`config.mk`:
```
export PLATFORM = sky130hd
export DESIGN_NAME = uart_tx_injector
export DESIGN_NICKNAME = d
export VERILOG_FILES = /design/src/rtl/uart_tx_injector_pkg.sv /design/src/rtl/sync_fifo.sv /design/src/rtl/uart_tx_injector.sv
export SDC_FILE = /design/constraint.sdc
export NUM_CORES = 1
export LEC_CHECK = 0
export ABC_AREA = 1
export BUFFER_PORTS_ARGS = -buffer_cell sky130_fd_sc_hd__buf_2
export CORE_MARGIN = 3
export CORE_UTILIZATION = 50
export CTS_BUF_LIST = sky130_fd_sc_hd__clkbuf_4
export DETAILED_ROUTE_END_ITERATION = 7
export PLACE_DENSITY = 0.67
export SYNTH_ARGS = -nofsm -noshare
export SYNTH_HDL_FRONTEND = slang
export SYNTH_SLANG_ARGS = --single-unit
```
`constraint.sdc`:
```
create_clock -name clk -period 12.2 [get_ports clk]
set_input_delay 1.22 -clock clk [delete_from_list [all_inputs] [get_ports clk]]
set_output_delay 1.22 -clock clk [all_outputs]
set_load 0.005 [all_outputs]
```
`src/rtl/uart_tx_injector_pkg.sv`:
```
// Shared constants and types for the UART transmit injector.
package uart_tx_injector_pkg;

  localparam logic [1:0] PAR_NONE = 2'b00;
  localparam logic [1:0] PAR_EVEN = 2'b01;
  localparam logic [1:0] PAR_ODD  = 2'b10;

  typedef enum logic [2:0] {
    st_idle,
    st_gap,
    st_start,
    st_data,
    st_parity,
    st_stop1,
    st_stop2
  } tx_state_t;

endpackage

```
`src/rtl/sync_fifo.sv`:
```
// Single-clock first-word-fall-through FIFO with occupancy output.
// Pointers carry an extra wrap bit so full and empty are distinguishable.
module sync_fifo #(
  parameter int WIDTH = 8,
  parameter int DEPTH = 16
) (
  input  logic                     clk,
  input  logic                     reset,
  input  logic                     push_valid,
  output logic                     push_ready,
  input  logic [WIDTH-1:0]         push_data,
  input  logic                     pop,
  output logic [WIDTH-1:0]         pop_data,
  output logic                     empty,
  output logic [$clog2(DEPTH):0]   level
);

  localparam int AW = $clog2(DEPTH);

  logic [WIDTH-1:0] mem [DEPTH];
  logic [AW:0]      wr_ptr;
  logic [AW:0]      rd_ptr;
  logic             full;
  logic             do_push;
  logic             do_pop;

  assign level    = wr_ptr - rd_ptr;
  assign empty    = (level == '0);
  assign full     = (level == (AW+1)'(DEPTH));
  // A pop in the same cycle frees the slot being written, so a full FIFO
  // still accepts a push when it is also being read.
  assign push_ready = !full || pop;
  assign do_push  = push_valid && push_ready;
  assign do_pop   = pop && !empty;
  assign pop_data = mem[rd_ptr[AW-1:0]];

  // Storage array write port.
  always_ff @(posedge clk) begin
    if (do_push) begin
      mem[wr_ptr[AW-1:0]] <= push_data;
    end
  end

  // Read/write pointer advance.
  always_ff @(posedge clk) begin
    if (reset) begin
      wr_ptr <= '0;
      rd_ptr <= '0;
    end else begin
      if (do_push) wr_ptr <= wr_ptr + (AW+1)'(1);
      if (do_pop)  rd_ptr <= rd_ptr + (AW+1)'(1);
    end
  end

endmodule

```
`src/rtl/uart_tx_injector.sv`:
```
// UART transmitter fed by a byte FIFO, with programmable frame format and
// per-byte error injection (parity flip, shortened first stop bit).
module uart_tx_injector
  import uart_tx_injector_pkg::*;
#(
  parameter int DATA_BITS  = 8,
  parameter int FIFO_DEPTH = 16,
  parameter int DIV_W      = 16
) (
  input  logic                          clk,
  input  logic                          reset,
  input  logic [DIV_W-1:0]              io_div,
  input  logic [1:0]                    io_parity,
  input  logic                          io_stop2,
  input  logic [3:0]                    io_gap,
  input  logic                          io_push_valid,
  output logic                          io_push_ready,
  input  logic [DATA_BITS-1:0]          io_push_data,
  input  logic                          io_push_inj_parity,
  input  logic                          io_push_inj_frame,
  output logic                          io_txd,
  output logic                          io_busy,
  output logic [$clog2(FIFO_DEPTH):0]   io_level,
  output logic [31:0]                   io_sent
);

  localparam int EW = DATA_BITS + 2;
  localparam int BW = $clog2(DATA_BITS);

  tx_state_t          state;
  logic [DIV_W-1:0]   cnt;
  logic [3:0]         gap_cnt;
  logic [BW-1:0]      bit_idx;
  logic [DATA_BITS-1:0] shreg;
  logic               par_bit;
  logic [DIV_W-1:0]   sh_div;
  logic [1:0]         sh_par;
  logic               sh_stop2;
  logic               sh_inj_frame;

  logic [EW-1:0]        head;
  logic [DATA_BITS-1:0] head_data;
  logic                 head_inj_parity;
  logic                 head_inj_frame;
  logic                 fifo_empty;
  logic                 pop;
  logic                 frame_end;
  logic [1:0]           par_mode;
  logic                 par_calc;
  logic [DIV_W+1:0]     two_bits;
  logic [DIV_W+1:0]     stop_low;
  logic [DIV_W+1:0]     next_k;
  logic                 stop1_first;

  sync_fifo #(
    .WIDTH (EW),
    .DEPTH (FIFO_DEPTH)
  ) u_fifo (
    .clk        (clk),
    .reset      (reset),
    .push_valid (io_push_valid),
    .push_ready (io_push_ready),
    .push_data  ({io_push_inj_frame, io_push_inj_parity, io_push_data}),
    .pop        (pop),
    .pop_data   (head),
    .empty      (fifo_empty),
    .level      (io_level)
  );

  assign head_data       = head[DATA_BITS-1:0];
  assign head_inj_parity = head[DATA_BITS];
  assign head_inj_frame  = head[DATA_BITS+1];

  assign frame_end = (cnt == '0) &&
                     ((state == st_stop2) || (state == st_stop1 && !sh_stop2));
  // Popping straight out of the final stop cycle lets frames run back-to-back
  // without passing through an idle cycle.
  assign pop = !fifo_empty && ((state == st_idle) || frame_end);

  assign par_mode = (io_parity == PAR_EVEN || io_parity == PAR_ODD) ? io_parity : PAR_NONE;
  assign par_calc = (^head_data) ^ (io_parity == PAR_ODD) ^ head_inj_parity;

  // Shortened stop bit: low for floor(2*(div+1)/3) cycles. next_k is the index
  // within STOP1 of the cycle that the registered io_txd is about to present.
  assign two_bits    = ({2'b00, sh_div} + (DIV_W+2)'(1)) << 1;
  assign stop_low    = two_bits / (DIV_W+2)'(3);
  assign next_k      = {2'b00, sh_div} - {2'b00, cnt} + (DIV_W+2)'(1);
  assign stop1_first = !(sh_inj_frame && (stop_low != '0));

  assign io_busy = (state != st_idle) || !fifo_empty;

  // Frame FSM, bit timer, shifter and registered serial output.
  always_ff @(posedge clk) begin
    if (reset) begin
      state        <= st_idle;
      io_txd       <= 1'b1;
      io_sent      <= '0;
      cnt          <= '0;
      gap_cnt      <= '0;
      bit_idx      <= '0;
      shreg        <= '0;
      par_bit      <= 1'b0;
      sh_div       <= '0;
      sh_par       <= PAR_NONE;
      sh_stop2     <= 1'b0;
      sh_inj_frame <= 1'b0;
    end else begin
      if (frame_end) io_sent <= io_sent + 32'd1;

      if (pop) begin
        sh_div       <= io_div;
        sh_par       <= par_mode;
        sh_stop2     <= io_stop2;
        sh_inj_frame <= head_inj_frame;
        shreg        <= head_data;
        par_bit      <= par_calc;
        cnt          <= io_div;
        bit_idx      <= '0;
        if (io_gap != 4'd0) begin
          state   <= st_gap;
          gap_cnt <= io_gap - 4'd1;
          io_txd  <= 1'b1;
        end else begin
          state   <= st_start;
          gap_cnt <= '0;
          io_txd  <= 1'b0;
        end
      end else if (state != st_idle && cnt != '0) begin
        cnt <= cnt - DIV_W'(1);
        if (state == st_stop1) io_txd <= !(sh_inj_frame && (next_k < stop_low));
      end else begin
        cnt <= sh_div;
        unique case (state)
          st_idle: io_txd <= 1'b1;
          st_gap: begin
            if (gap_cnt == 4'd0) begin
              state  <= st_start;
              io_txd <= 1'b0;
            end else begin
              gap_cnt <= gap_cnt - 4'd1;
            end
          end
          st_start: begin
            state  <= st_data;
            io_txd <= shreg[0];
            shreg  <= shreg >> 1;
          end
          st_data: begin
            if (bit_idx == BW'(DATA_BITS-1)) begin
              if (sh_par != PAR_NONE) begin
                state  <= st_parity;
                io_txd <= par_bit;
              end else begin
                state  <= st_stop1;
                io_txd <= stop1_first;
              end
            end else begin
              bit_idx <= bit_idx + BW'(1);
              io_txd  <= shreg[0];
              shreg   <= shreg >> 1;
            end
          end
          st_parity: begin
            state  <= st_stop1;
            io_txd <= stop1_first;
          end
          st_stop1: begin
            state  <= sh_stop2 ? st_stop2 : st_idle;
            io_txd <= 1'b1;
          end
          st_stop2: begin
            state  <= st_idle;
            io_txd <= 1'b1;
          end
          default: begin
            state  <= st_idle;
            io_txd <= 1'b1;
          end
        endcase
      end
    end
  end

endmodule

```
# [Word level (Yosys, flattened, before mapping)]
# Memory sizes are Yosys's and may differ from the RTL's. A register that Yosys moved wholly into a read port is not among the register bits.
# Index checks and enable logic that the tools add are counted.
# Widths: inputs -> output; s select.
[totals] regBits=98 latchBits=0 mem_bits_rw=160 mem_bits_ro=0 in_bits=36 output_inout_bits=40 memories=1
[classes] addsub=11 multipliers=0 div_mod_pow=1 magnitude_cmp=1 eq_ne=18 n_shift=0 n_mux=32 bitwise_logic=4 reduce_logical=36
[mem_list] name="u_fifo.mem" words=16 width=10 rd=1 rd_ports_with_merged_regs=1 wr=1 line_no="sync_fifo.sv:20" source="logic [WIDTH-1:0] mem [DEPTH];"
[op_table] cell="$add 32x1->32 const B" n=1
[op_table] cell="$mux 16" n=2
[op_table] cell="$mux 4" n=7
[op_table] cell="$mux 8" n=3
[op_table] cell="$add 17x2->18 const B" n=1
[op_table] cell="$div 18x2->18 const B" n=1
[op_table] cell="$lt 18x18->1" n=1
[op_table] cell="$pmux 3 s6" n=1
[op_table] cell="$reduce_bool 18->1" n=1
[op_table] cell="$add 16x1->17 const B" n=1
[op_table] cell="$sub 16x16->17" n=1
[op_table] cell="$logic_not 16->1" n=1
[op_table] cell="$pmux 8 s2" n=1
[op_table] cell="$reduce_bool 16->1" n=1
[op_table] cell="$sub 16x1->16 const B" n=1
[op_table] cell="$mux 3" n=5
[op_table] cell="$eq 3x3->1 const B" n=4
[op_table] cell="$ne 3x2->1 const B" n=4
[op_table] cell="$add 5x1->5 const B" n=2
[op_table] cell="$mux 1" n=10
[op_table] cell="$reduce_and 3->1" n=3
[op_table] cell="$logic_and 1x1->1" n=8
[op_table] cell="$reduce_xor 8->1" n=1
[op_table] cell="$sub 4x1->4 const B" n=2
[op_table] cell="24 further kinds" n=40

# [Depth between registers and ports, before layout]
# Gate-level depths: netlist (run 1).
[depth] depth_word=10 ltp_mapped=60

# [Modules after synthesis]
# Synthesis (run 1) repeated with hierarchy kept, for this count alone.
[hier_totals] hier_cells=1647 area_unflattened_um2=13903.3
[modules_own_cells] mod="sync_fifo" instances=1 cells_each=573 area_per_inst_um2=7116.8 seq_area_each_um2=5084.9
[modules_own_cells] mod="uart_tx_injector" instances=1 cells_each=1074 area_per_inst_um2=6786.5 seq_area_each_um2=1761.7

# [Worst setup path before layout (run 1)]
# Ideal clock, no wire load.
[synth_path] path_type="reg-to-reg" from="reg sh_div[1]" to="reg io_txd" arrival_ns=5.290 required_time_ns=12.085 setup_slack_ns=6.795 stages_incl_launch_ff=58 period_less_slack_ns=5.405 path_cell_list="dfxtp_1 > ha_1 > nand2_1 > nor2_1 > nand3_1 > nand2_1 > nand2_1 > inv_1 > nor2_1 > o21bai_2 > nand3_2 > nand2_2 > nand2_2 > nand2_1 > o21ai_2 > nand2_2 > inv_1 > o21ai_2 > (+22 left out) > nand3_1 > nand2_1 > inv_1 > ha_1 > inv_1 > nand2_4 > nor2_4 > nand2_1 > inv_1 > ha_1 > nand2_1 > nand2_1 > nand2_1 > nand2_1 > nand2_1 > nand3_1 > nand2_1 > nand2_1"
[synth_via] elab_chain_cells=10
[synth_lines] element="start, declared" line_no="uart_tx_injector.sv:36" source="logic [DIV_W-1:0] sh_div;"
[synth_lines] element="start signal, assigned" line_no="uart_tx_injector.sv:111" source="sh_div <= io_div;"
[synth_lines] element="branches (longest 8 deep; another with $div 18x2->18)"
[synth_lines] element="$mux 1 (*)" line_no="uart_tx_injector.sv:128" source="end else if (state != st_idle && cnt != '0) begin"
[synth_lines] element="$mux 1 (*)" line_no="uart_tx_injector.sv:110" source="if (pop) begin"
[synth_lines] element="end signal, assigned" line_no="uart_tx_injector.sv:130" source="if (state == st_stop1) io_txd <= !(sh_inj_frame && (next_k < stop_low));"
[synth_lines] element="end signal, assigned" line_no="uart_tx_injector.sv:152" source="io_txd <= par_bit;"
[synth_lines] element="end signal, assigned" line_no="uart_tx_injector.sv:155" source="io_txd <= stop1_first;"
[synth_lines] element="end, declared" line_no="uart_tx_injector.sv:21" source="output logic io_txd,"
# Every way passes the cells marked *. The select of a mux whose other input is x is not followed.
# A chain may end at the register's enable or synchronous reset.

# [Worst setup path in the final report (run 1)]
# Ends and elaborated chain as after synthesis.

==> out/metrics.csv, run 1 <==
metric;value;unit
Root Driver;clkbuf_4;
final core utilization;56.6;%
Mean Syn Cell Area;8.58;um2
clk_lat worst skew;0.66;ns
DR vias/cell;5.40;
clock transition at the registers of the reported paths;0.07;ns
post-synth design cell area;0.0138;mm2
vias in the first global route;10717;
element type at the critical path start;flop;
MaxCap Viol Count;0;
core footprint;0.0270;mm2
Arr. time, crit path;6.87;ns
Hold Path End;io_sent[31]$_SDFFE_PP0P_;
half-perimeter wire length after placement;21600;um
I/O pin total;76;
hold path cells;1;
worst hold slack;0.459;ns
Gate power share;56.0;%
Critical Path Slowest Stage Cell;dfxtp_1;
final instance area;0.0153;mm2
starting density of the core;50.9;%
fin. max-slew vios;0;
first-pass GRT wire length;51200;um
syn nets;1693;
Worst Path Max Fanout;7;
pwr dens;276;mW/mm2
TritonRoute pass-1 iters;5;
final setup fails;0;
Req. time, crit path;12.73;ns
GR Overflow Total;0;
RSZ-0062 raised after global routing;false;
Relative slew margins;15.8;%
Bufs on Longest Clock Path;3;
final hold vios;0;
DP Area;0.0144;mm2
final clock period utilization by the worst path;51.9;%
status;complete, no violations;
layout cells sized above 1;14.2;%
count leader, synth;nand2_1;
fmax;158;MHz
Sink Count;262;
Final Critical Period;6.33;ns
ranking of synthesized cells by area;edfxtp_1 35%, dfxtp_1 15%, nand2_1 6.5%, o21ai_0 5.7%, nor2_1 5.6%;
GR Util All Layers;21.7;%
Num CTS Buffers;66;
Avg WL per Cell;15.4;um
min-delay worst type;flop to flop;
P_sw;0.00195;W
Hold Crit Start;io_sent[31]$_SDFFE_PP0P_;
share of the synthesized area in the top cell type;34.9;%
die area;0.0295;mm2
CP Class;flop to flop;
hold_buf cts;0;
# DRC;0;
IO buf count;75;
register area;0.00685;mm2
Post-synth EDFFs;160;
CTS HTree Levels;3;
Async SR Flop Fraction;0;%
dominant synthesized flop cell;edfxtp_1;
die height;172;um
Synth Register Bits;262;
Reg2Reg Setup Slack;5.87;ns
post-synth cell types;53;
Post-CTS Setup Bufs;0;
GPL Wtd Cong;0.879;
Synth Warn #;0;
reg2reg path depth;57;
number of antenna violations at the first check in global routing;2;
Int Pwr;0.00227;W
setup TNS;0;ns
post-cts resize count;0;
reg2reg end;io_txd$_SDFFE_PP1P_;
worst ir drop on vdd;0.000133;V
initial DRC count;719;
post-synthesis cell count;1604;
row count;60;
Synth area leader;edfxtp_1;
via count;11296;
CP Capture Type;flop;
Switching Fraction;46.1;%
worst stage delay on the critical path;0.46;ns
area occupied by multi-input gates;0.00593;mm2
sequential share of power;25.9;%
Fillers;2451;
synth-to-layout area growth;11.2;%
Routed Antenna Nets;0;
Lkg Pwr;6.24;nW
total wire length;32200;um
largest net degree at the start of global routing;82;
commonest cells in the netlist;238 x nand2_1, 207 x nor2_1, 204 x inv_1;
DIE WIDTH;172;um
clock share of power;18.1;%
Tightest Pin Transition;1.26;ns
Worst R2R Start;sh_div[1]$_SDFFE_PP0P_;
final setup skew;0.0418;ns
sequential area share after synthesis;49.8;%
most frequent CP cell;nand2_1;
CTS tree;done;
nets@finish;1794;
[critical path: cells and delay by family (launching register included)]
| family | cells | cell delay [ns] |
|---|---|---|
| buffers and inverters | 5 | 0.43 |
| AND/OR/NAND/NOR | 45 | 4.25 |
| AO/OA/AOI/OAI | 4 | 0.48 |
| adder cells (fa/ha/maj) | 3 | 0.64 |
| flip-flops | 1 | 0.46 |
[placed cells by master, fill, tap and decap left out, types with 16 or more instances in the layout]
cell type and n:
nand2_1 238, a21oi_1 92, nand3_1 83, edfxtp_1 160, xor2_1 40, nor2_1 207, nand4_1 16, nor3_1 26
buf_2 75, nand2_2 17, o221ai_1 27, ha_1 51, clkbuf_4 95, o21ai_0 157, inv_1 203, dfxtp_1 101
[worst max-delay path by stage]
stage / start / depth (start not counted) / to / slack, ns
6_report: sh_div[1]$_SDFFE_PP0P_ / 57 / io_txd$_SDFFE_PP1P_ / 5.87
5_1_grt: sh_div[1]$_SDFFE_PP0P_ / 57 / io_txd$_SDFFE_PP1P_ / 5.00
4_1_cts: sh_div[1]$_SDFFE_PP0P_ / 57 / io_txd$_SDFFE_PP1P_ / 5.89
3_5_place_dp: sh_div[1]$_SDFFE_PP0P_ / 57 / io_txd$_SDFFE_PP1P_ / 5.92
3_3_place_gp: sh_div[1]$_SDFFE_PP0P_ / 57 / io_txd$_SDFFE_PP1P_ / 6.21
2_1_floorplan: sh_div[1]$_SDFFE_PP0P_ / 57 / io_txd$_SDFFE_PP1P_ / 6.80
[sequential cells by signal, summed over array words and instances, names as in the netlist, 2 cells and up, named ones only]
name / cells
u_fifo.mem: 160
io_sent: 32
cnt: 16
sh_div: 16
shreg: 8
u_fifo.rd_ptr: 5
u_fifo.wr_ptr: 5
gap_cnt: 4
bit_idx: 3
state: 3
sh_par: 2
[per-stage QoR]
step	setup slack (ns)	total power, W	std cells
after floorplan	6.80	0.00296	1604
after global placement	6.21	0.00340	1978
after detailed placement	5.92	0.00346	1978
after CTS	5.89	0.00424	2091
after global routing	5.00	0.00465	2092
final	5.87	0.00422	2092
[layout make-up]
class / instances / share of cell area (%)
flip-flops and latches: 262 / 44.8
multi-input cells: 1081 / 38.8
inverters: 211 / 5.18
clock buffers: 95 / 4.66
repair buffers: 83 / 2.85
well taps: 341 / 2.79
clock inverters: 18 / 0.989
diodes: 1 / 0.0164
[power groups by stage]
stage          combinational (W)  sequential (W)  clock (W)
3_3_place_gp             0.00229         0.00111          0
4_1_cts                  0.00236         0.00109   0.000783
2_1_floorplan            0.00187         0.00109          0
3_5_place_dp             0.00235         0.00111          0
6_report                 0.00236         0.00109   0.000762
5_1_grt                  0.00272         0.00111   0.000828
[per-layer routing]
metal / track usage (%) / routed length [um] / vias up
li1: - / - / 5706
met1: 29.5 / 14700 / 5190
met2: 34.6 / 14700 / 341
met3: 4.14 / 2110 / 57
met4: 8.23 / 643 / 2
met5: 0 / 12 / -
[cell families (layout without fill, tap and decap cells)]
| group | Yosys count | after routing | share of synthesized area (%) |
|---|---|---|---|
| AOI/OAI and AO/OA | 347 | 347 | 14.7 |
| and+or+nand+nor | 627 | 627 | 20.1 |
| buffers and inverters | 261 | 407 | 7.12 |
| xor gates and xnor gates | 54 | 54 | 3.44 |
| adders and majority gates | 53 | 53 | 4.93 |
| other | 0 | 1 | 0 |
| DFF | 262 | 262 | 49.8 |
Note: power is estimated with default switching activity, not from simulation.
==> inputs of run 2 (changes only) <==
--- a/config.mk
+++ b/config.mk
@@ -5,7 +5,7 @@
 export SDC_FILE = /design/constraint.sdc
 export NUM_CORES = 1
 export LEC_CHECK = 0
-export ABC_AREA = 1
+export ABC_AREA = 0
 export BUFFER_PORTS_ARGS = -buffer_cell sky130_fd_sc_hd__buf_2
 export CORE_MARGIN = 3
 export CORE_UTILIZATION = 50
==> constraint.sdc (replaced) <==
create_clock -name clk -period 6 [get_ports clk]
set_input_delay 0.6 -clock clk [delete_from_list [all_inputs] [get_ports clk]]
set_output_delay 0.6 -clock clk [all_outputs]
set_load 0.005 [all_outputs]
==> run 2 against run 1 <==
Final area grew 15%. Register-to-register slack lost 5.8 ns. Clock skew is 0.027 ns higher. Core utilization is 5.5 points higher. Cell count down 2.3%. Combinational power grew to 2.8 times the previous value. Global-route usage increased by 1.7 points. Flip-flop and latch count did not move. Non-clock buffer count is 157 higher. Critical path depth fell by 29. Worst setup slack got worse by 5.8 ns. Via count rose by 3.8%.
==> out/metrics.csv, run 2 <==
metric;value;unit
nets@finish;1710;
Arr. time, crit path;6.51;ns
Avg WL per Cell;18.0;um
synth-to-layout area growth;20.3;%
CP Capture Type;flop;
GR Overflow Total;0;
Synth Register Bits;262;
non-filler cells, final;2044;
syn nets;1482;
CTS HTree Levels;2;
half-perimeter wire length after placement;25800;um
Root Driver;clkbuf_4;
Largest register FFs;160;
I/O pin total;76;
DP Area;0.0162;mm2
TritonRoute pass-1 iters;5;
Bufs on Longest Clock Path;3;
fin. max-slew vios;0;
min-delay worst type;input pin to flop;
commonest cells in the netlist;160 x edfxtp_1, 148 x nor2_1, 134 x nand2_1;
Synth area leader;edfxtp_1;
fmax;168;MHz
die height;177;um
IO buf count;75;
post-synth cell types;85;
worst ir drop on vdd;0.000357;V
final core utilization;62.2;%
number of antenna violations at the first check in global routing;1;
most frequent CP cell;buf_6;
Tightest Pin Transition;1.11;ns
sequential area share after synthesis;46.9;%
# DRC;0;
Critical Path Slowest Stage Cell;a2111o_1;
DIE WIDTH;177;um
DR vias/cell;5.74;
Sink Count;262;
Relative slew margins;25.7;%
clock transition at the registers of the reported paths;0.07;ns
pwr dens;577;mW/mm2
status;complete, no violations;
Lkg Pwr;6.67;nW
Final Critical Period;5.94;ns
placed cells;1915;
first-pass GRT wire length;59100;um
Routed Antenna Nets;0;
RSZ-0062 raised after global routing;true;
Mean Syn Cell Area;10.5;um2
post-synthesis cell count;1393;
vias in the first global route;11495;
layout cells sized above 1;28.1;%
CP Class;flop to flop;
commonest non-fill, non-tap cells in the layout;160 x edfxtp_1, 159 x buf_4, 145 x nor2_1;
GPL Wtd Cong;0.904;
Req. time, crit path;6.57;ns
dominant synthesized flop cell;edfxtp_1;
GR Util All Layers;23.4;%
share of the synthesized area in the top cell type;32.9;%
final setup skew;0.0687;ns
final instance area;0.0176;mm2
initial DRC count;857;
Async SR Flop Fraction;0;%
element type at the critical path start;flop;
core footprint;0.0282;mm2
total wire length;36800;um
ranking of synthesized cells by area;edfxtp_1 33%, dfxtp_1 14%, mux4_2 7.7%, ha_1 4.4%, nor2_1 3.8%;
count leader, synth;edfxtp_1;
final clock period utilization by the worst path;98.9;%
clk_lat worst skew;0.72;ns
largest net degree at the start of global routing;99;
final hold vios;0;
hold_buf cts;0;
row count;61;
post-synth design cell area;0.0146;mm2
starting density of the core;51.7;%
final setup fails;0;
worst stage delay on the critical path;0.50;ns
Post-synth EDFFs;160;
Num CTS Buffers;61;
MaxCap Viol Count;0;
Worst Path Max Fanout;6;
CTS tree;done;
via count;11730;
most common cell after layout, fill and taps aside;edfxtp_1;
die area;0.0313;mm2
Synth Warn #;0;
## run 2: changes by cell type in the layout (fill, tap and decap cells not counted), sizes merged, moves of 64 or more
| cell | previous run | this run |
|---|---|---|
| nor2 | 213 | 149 |
| buf | 83 | 240 |
| inv | 210 | 55 |
| nand2 | 258 | 134 |
| o21ai | 174 | 58 |
## run 2: final timing paths
kind / from / endpoint / slack (ns) / cells past startpoint
worst max-delay path: sh_div[4]$_SDFFE_PP0P_ / io_txd$_SDFFE_PP1P_ / 0.06 / 28
worst max register to register: sh_div[4]$_SDFFE_PP0P_ / io_txd$_SDFFE_PP1P_ / 0.06 / 28
worst min register to register: sh_par[0]$_SDFFE_PP0P_ / sh_par[0]$_SDFFE_PP0P_ / 0.48 / 2
worst min-delay path: io_stop2 / sh_stop2$_SDFFE_PP0P_ / 0.19 / 3
## run 2: metal layers
layer  global-route usage [%]  share of wire [%]  vias up  routed length, um
met2                     38.6                 49      362              17900
met3                     4.03                5.5       42               2040
li1                         -                  -     5665                  -
met5                        0                  0        -                  0
met1                     32.6                 44     5661              16300
met4                     5.34                1.3        0                477
## run 2: logic make-up after synthesis
logic type | synth area share (%)
compound gates | 12.6
xor+xnor | 6.58
fa+ha+maj | 4.79
buf+inv | 3.76
flops | 46.9
mux | 9.07
simple gates | 16.2
## run 2: timing repair
action,in CTS,in global routing
setup buffers,10,11
endpoints found under the setup margin,1,1
gates resized for setup,36,50
pin swaps,14,38
## run 2: final cells by class
cell class | instances | area [um2]
fillers | 2335 | 10700
multi-input cells | 1002 | 7570
flip-flops and latches | 262 | 6860
repair buffers | 240 | 1660
clock buffers | 88 | 661
well taps | 378 | 473
inverters | 54 | 203
clock inverters | 19 | 114
diodes | 1 | 2.50
## run 2: critical path: cells and delay by family (launching register included)
family                     cells  cell delay [ns]
and+or+nand+nor               11             1.94
AOI/OAI and AO/OA              9             1.82
DFF                            1             0.35
buffers and inverters          4             0.58
muxes                          2             0.60
adders and majority gates      2             0.51
## run 2: where the power goes
part / internal [W] / total (W) / switching (W)
sequential: 0.00208 / 0.00226 / 0.000174
clock: 0.000719 / 0.00138 / 0.000666
combinational: 0.00296 / 0.00649 / 0.00353
total: 0.00576 / 0.0101 / 0.00437
## run 2: stage by stage
step | setup WS [ns] | power (W) | setup TNS [ns] | hold slack, ns
finish | 0.0646 | 0.0101 | 0 | 0.185
global route | -0.228 | 0.0109 | -0.228 | 0.136
CTS | 0.0206 | 0.00956 | 0 | 0.141
detailed placement | -0.230 | 0.00801 | -0.230 | 0.465
global placement | -0.0996 | 0.00796 | -0.0996 | 0.461
floorplan | 0.0701 | 0.00624 | 0 | 0.441
==> inputs of run 3 (changes only) <==
--- a/config.mk
+++ b/config.mk
@@ -8,10 +8,9 @@
 export ABC_AREA = 0
 export BUFFER_PORTS_ARGS = -buffer_cell sky130_fd_sc_hd__buf_2
 export CORE_MARGIN = 3
-export CORE_UTILIZATION = 50
-export CTS_BUF_LIST = sky130_fd_sc_hd__clkbuf_4
+export CORE_UTILIZATION = 35
+export CTS_BUF_LIST = sky130_fd_sc_hd__clkbuf_4 sky130_fd_sc_hd__clkbuf_8 sky130_fd_sc_hd__clkbuf_16
 export DETAILED_ROUTE_END_ITERATION = 7
-export PLACE_DENSITY = 0.67
 export SYNTH_ARGS = -nofsm -noshare
 export SYNTH_HDL_FRONTEND = slang
 export SYNTH_SLANG_ARGS = --single-unit
==> run 3 against run 2 <==
Clock skew shrank 0.059 ns. Final area grew 3.0%. Maximum frequency grew 0.94%. Combinational power grew 4.5%. Non-clock buffer count grew 7. Core utilization shrank 18 points. Cell count grew 5.0%. Largest cell class unchanged. Clock power grew 25%. Register-to-register slack gained 0.06 ns. Flip-flop and latch count is the same.
==> out/metrics.csv, run 3 (synthesis results as in run 2) <==
metric;value;unit
Tightest Pin Transition;1.07;ns
non-filler cells, final;2146;
placed cells;2066;
die area;0.0442;mm2
n_diodes;0;
DIE WIDTH;210;um
CP Capture Type;flop;
largest net degree at the start of global routing;99;
synth-to-layout area growth;23.9;%
worst ir drop on vdd;0.000350;V
Hold Crit Start;io_div[15];
IO buf count;75;
status;complete, no violations;
CTS HTree Levels;1;
Final Critical Period;5.88;ns
clock transition at the registers of the reported paths;0.06;ns
GPL Wtd Cong;0.871;
nets@finish;1684;
CP startpoint;sh_div[8]$_SDFFE_PP0P_;
half-perimeter wire length after placement;27000;um
Relative slew margins;28.7;%
Routed Antenna Nets;0;
Req. time, crit path;6.48;ns
initial DRC count;703;
vias in the first global route;11009;
fin. max-slew vios;0;
final setup fails;0;
core footprint;0.0410;mm2
Sink Count;262;
pwr dens;595;mW/mm2
starting density of the core;35.6;%
via count;11493;
final clock period utilization by the worst path;98.0;%
hold_buf cts;0;
Arr. time, crit path;6.36;ns
Lkg Pwr;6.75;nW
CP Class;flop to flop;
number of antenna violations at the first check in global routing;0;
GR Overflow Total;0;
first-pass GRT wire length;59600;um
Avg WL per Cell;17.7;um
most common cell after layout, fill and taps aside;edfxtp_1;
clk_lat worst skew;0.55;ns
layout cells sized above 1;27.3;%
row count;74;
DR vias/cell;5.36;
# DRC;0;
Fillers;3819;
Reg2Reg Setup Slack;0.12;ns
Worst Path Max Fanout;6;
Largest register FFs;160;
Worst R2R Start;sh_div[8]$_SDFFE_PP0P_;
MaxCap Viol Count;0;
worst hold slack;0.325;ns
fmax;170;MHz
RSZ-0062 raised after global routing;true;
I/O pin total;76;
final setup skew;0.00946;ns
TritonRoute pass-1 iters;5;
min-delay worst type;input pin to flop;
final hold vios;0;
commonest non-fill, non-tap cells in the layout;160 x edfxtp_1, 157 x buf_4, 143 x nor2_1;
element type at the critical path start;flop;
CTS tree;done;
Num CTS Buffers;27;
Root Driver;clkbuf_16;
die height;210;um
GR Util All Layers;16.6;%
total wire length;38000;um
Bufs on Longest Clock Path;3;
==> run 3: changes by cell type in the layout (fill, tap and decap cells not counted), sizes merged <==
cell / before / now
buf: 240 / 247
clkinvlp: 0 / 1
clkbuf: 88 / 37
bufinv: 1 / 3
xor2: 42 / 43
diode: 1 / 0
inv: 55 / 56
clkinv: 17 / 5
==> run 3: through the flow <==
stage	TNS (ns)	utilization [%]	power, W	area, um2	worst slack, ns
2_1_floorplan	0	-	0.00624	14600	0.0701
3_3_place_gp	-0.197	39.9	0.00802	16400	-0.197
3_5_place_dp	-0.312	39.9	0.00811	16400	-0.312
4_1_cts	0	42.6	0.0100	17500	0.00710
5_1_grt	-0.128	44.1	0.0116	18100	-0.128
6_report	0	44.1	0.0108	18100	0.120
==> run 3: area by class of cell <==
class / instances / area (um2) / area share [%]
Tap cell: 532 / 666 / 3.68
Timing Repair Buffer: 247 / 1730 / 9.58
Clock inverter: 11 / 150 / 0.830
Sequential cell: 262 / 6860 / 38.0
Clock buffer: 37 / 787 / 4.35
Inverter: 54 / 203 / 1.12
Multi-Input combinational cell: 1003 / 7680 / 42.5
==> run 3: critical path: stages (launching register included) <==
cell      delay [ns]
dfxtp_2         0.35
nand4_1         0.17
buf_4           0.20
buf_6           0.11
nor4_4          0.11
buf_4           0.18
mux2i_4         0.36
buf_6           0.15
nand3_4         0.06
a21o_1          0.19
a32o_1          0.26
or3_4           0.37
a2111o_1        0.49
a2111o_1        0.41
o2111a_1        0.16
and3_4          0.20
maj3_2          0.30
mux2_4          0.27
nor2b_4         0.14
ha_4            0.27
o21ai_4         0.06
nor4_4          0.30
buf_4           0.16
o31ai_1         0.05
a41oi_1         0.18
o211ai_1        0.13
a21oi_1         0.17
==> run 3: what timing repair did <==
action / CTS / global route
endpoints found under the setup margin: 1 / 1
cloned: 0 / 1
pin swaps: 13 / 66
resized for setup: 23 / 95
hold endpoints to repair: 0 / 0
buffers inserted: 7 / 25
==> run 3: path summary, 6_finish.rpt <==
path,end,cells after the start
worst max-delay path,io_txd$_SDFFE_PP1P_,26
worst min register to register,sh_par[0]$_SDFFE_PP0P_,2
worst max register to register,io_txd$_SDFFE_PP1P_,26
worst min-delay path,sh_div[15]$_SDFFE_PP0P_,3
==> run 3: power breakdown <==
part	switching, W	internal, W
sequential	0.000171	0.00209
combinational	0.00362	0.00315
clock	0.000676	0.00105
total	0.00447	0.00629
==> run 3: routing by layer <==
layer	up-vias	global-route usage, %	routed length (um)	share of wire [%]
li1	5575	-	-	-
met1	5635	22.6	17100	45
met3	40	1.99	1580	4.2
met2	243	28.4	18700	49
met4	0	4.07	647	1.7
met5	-	0	0	0
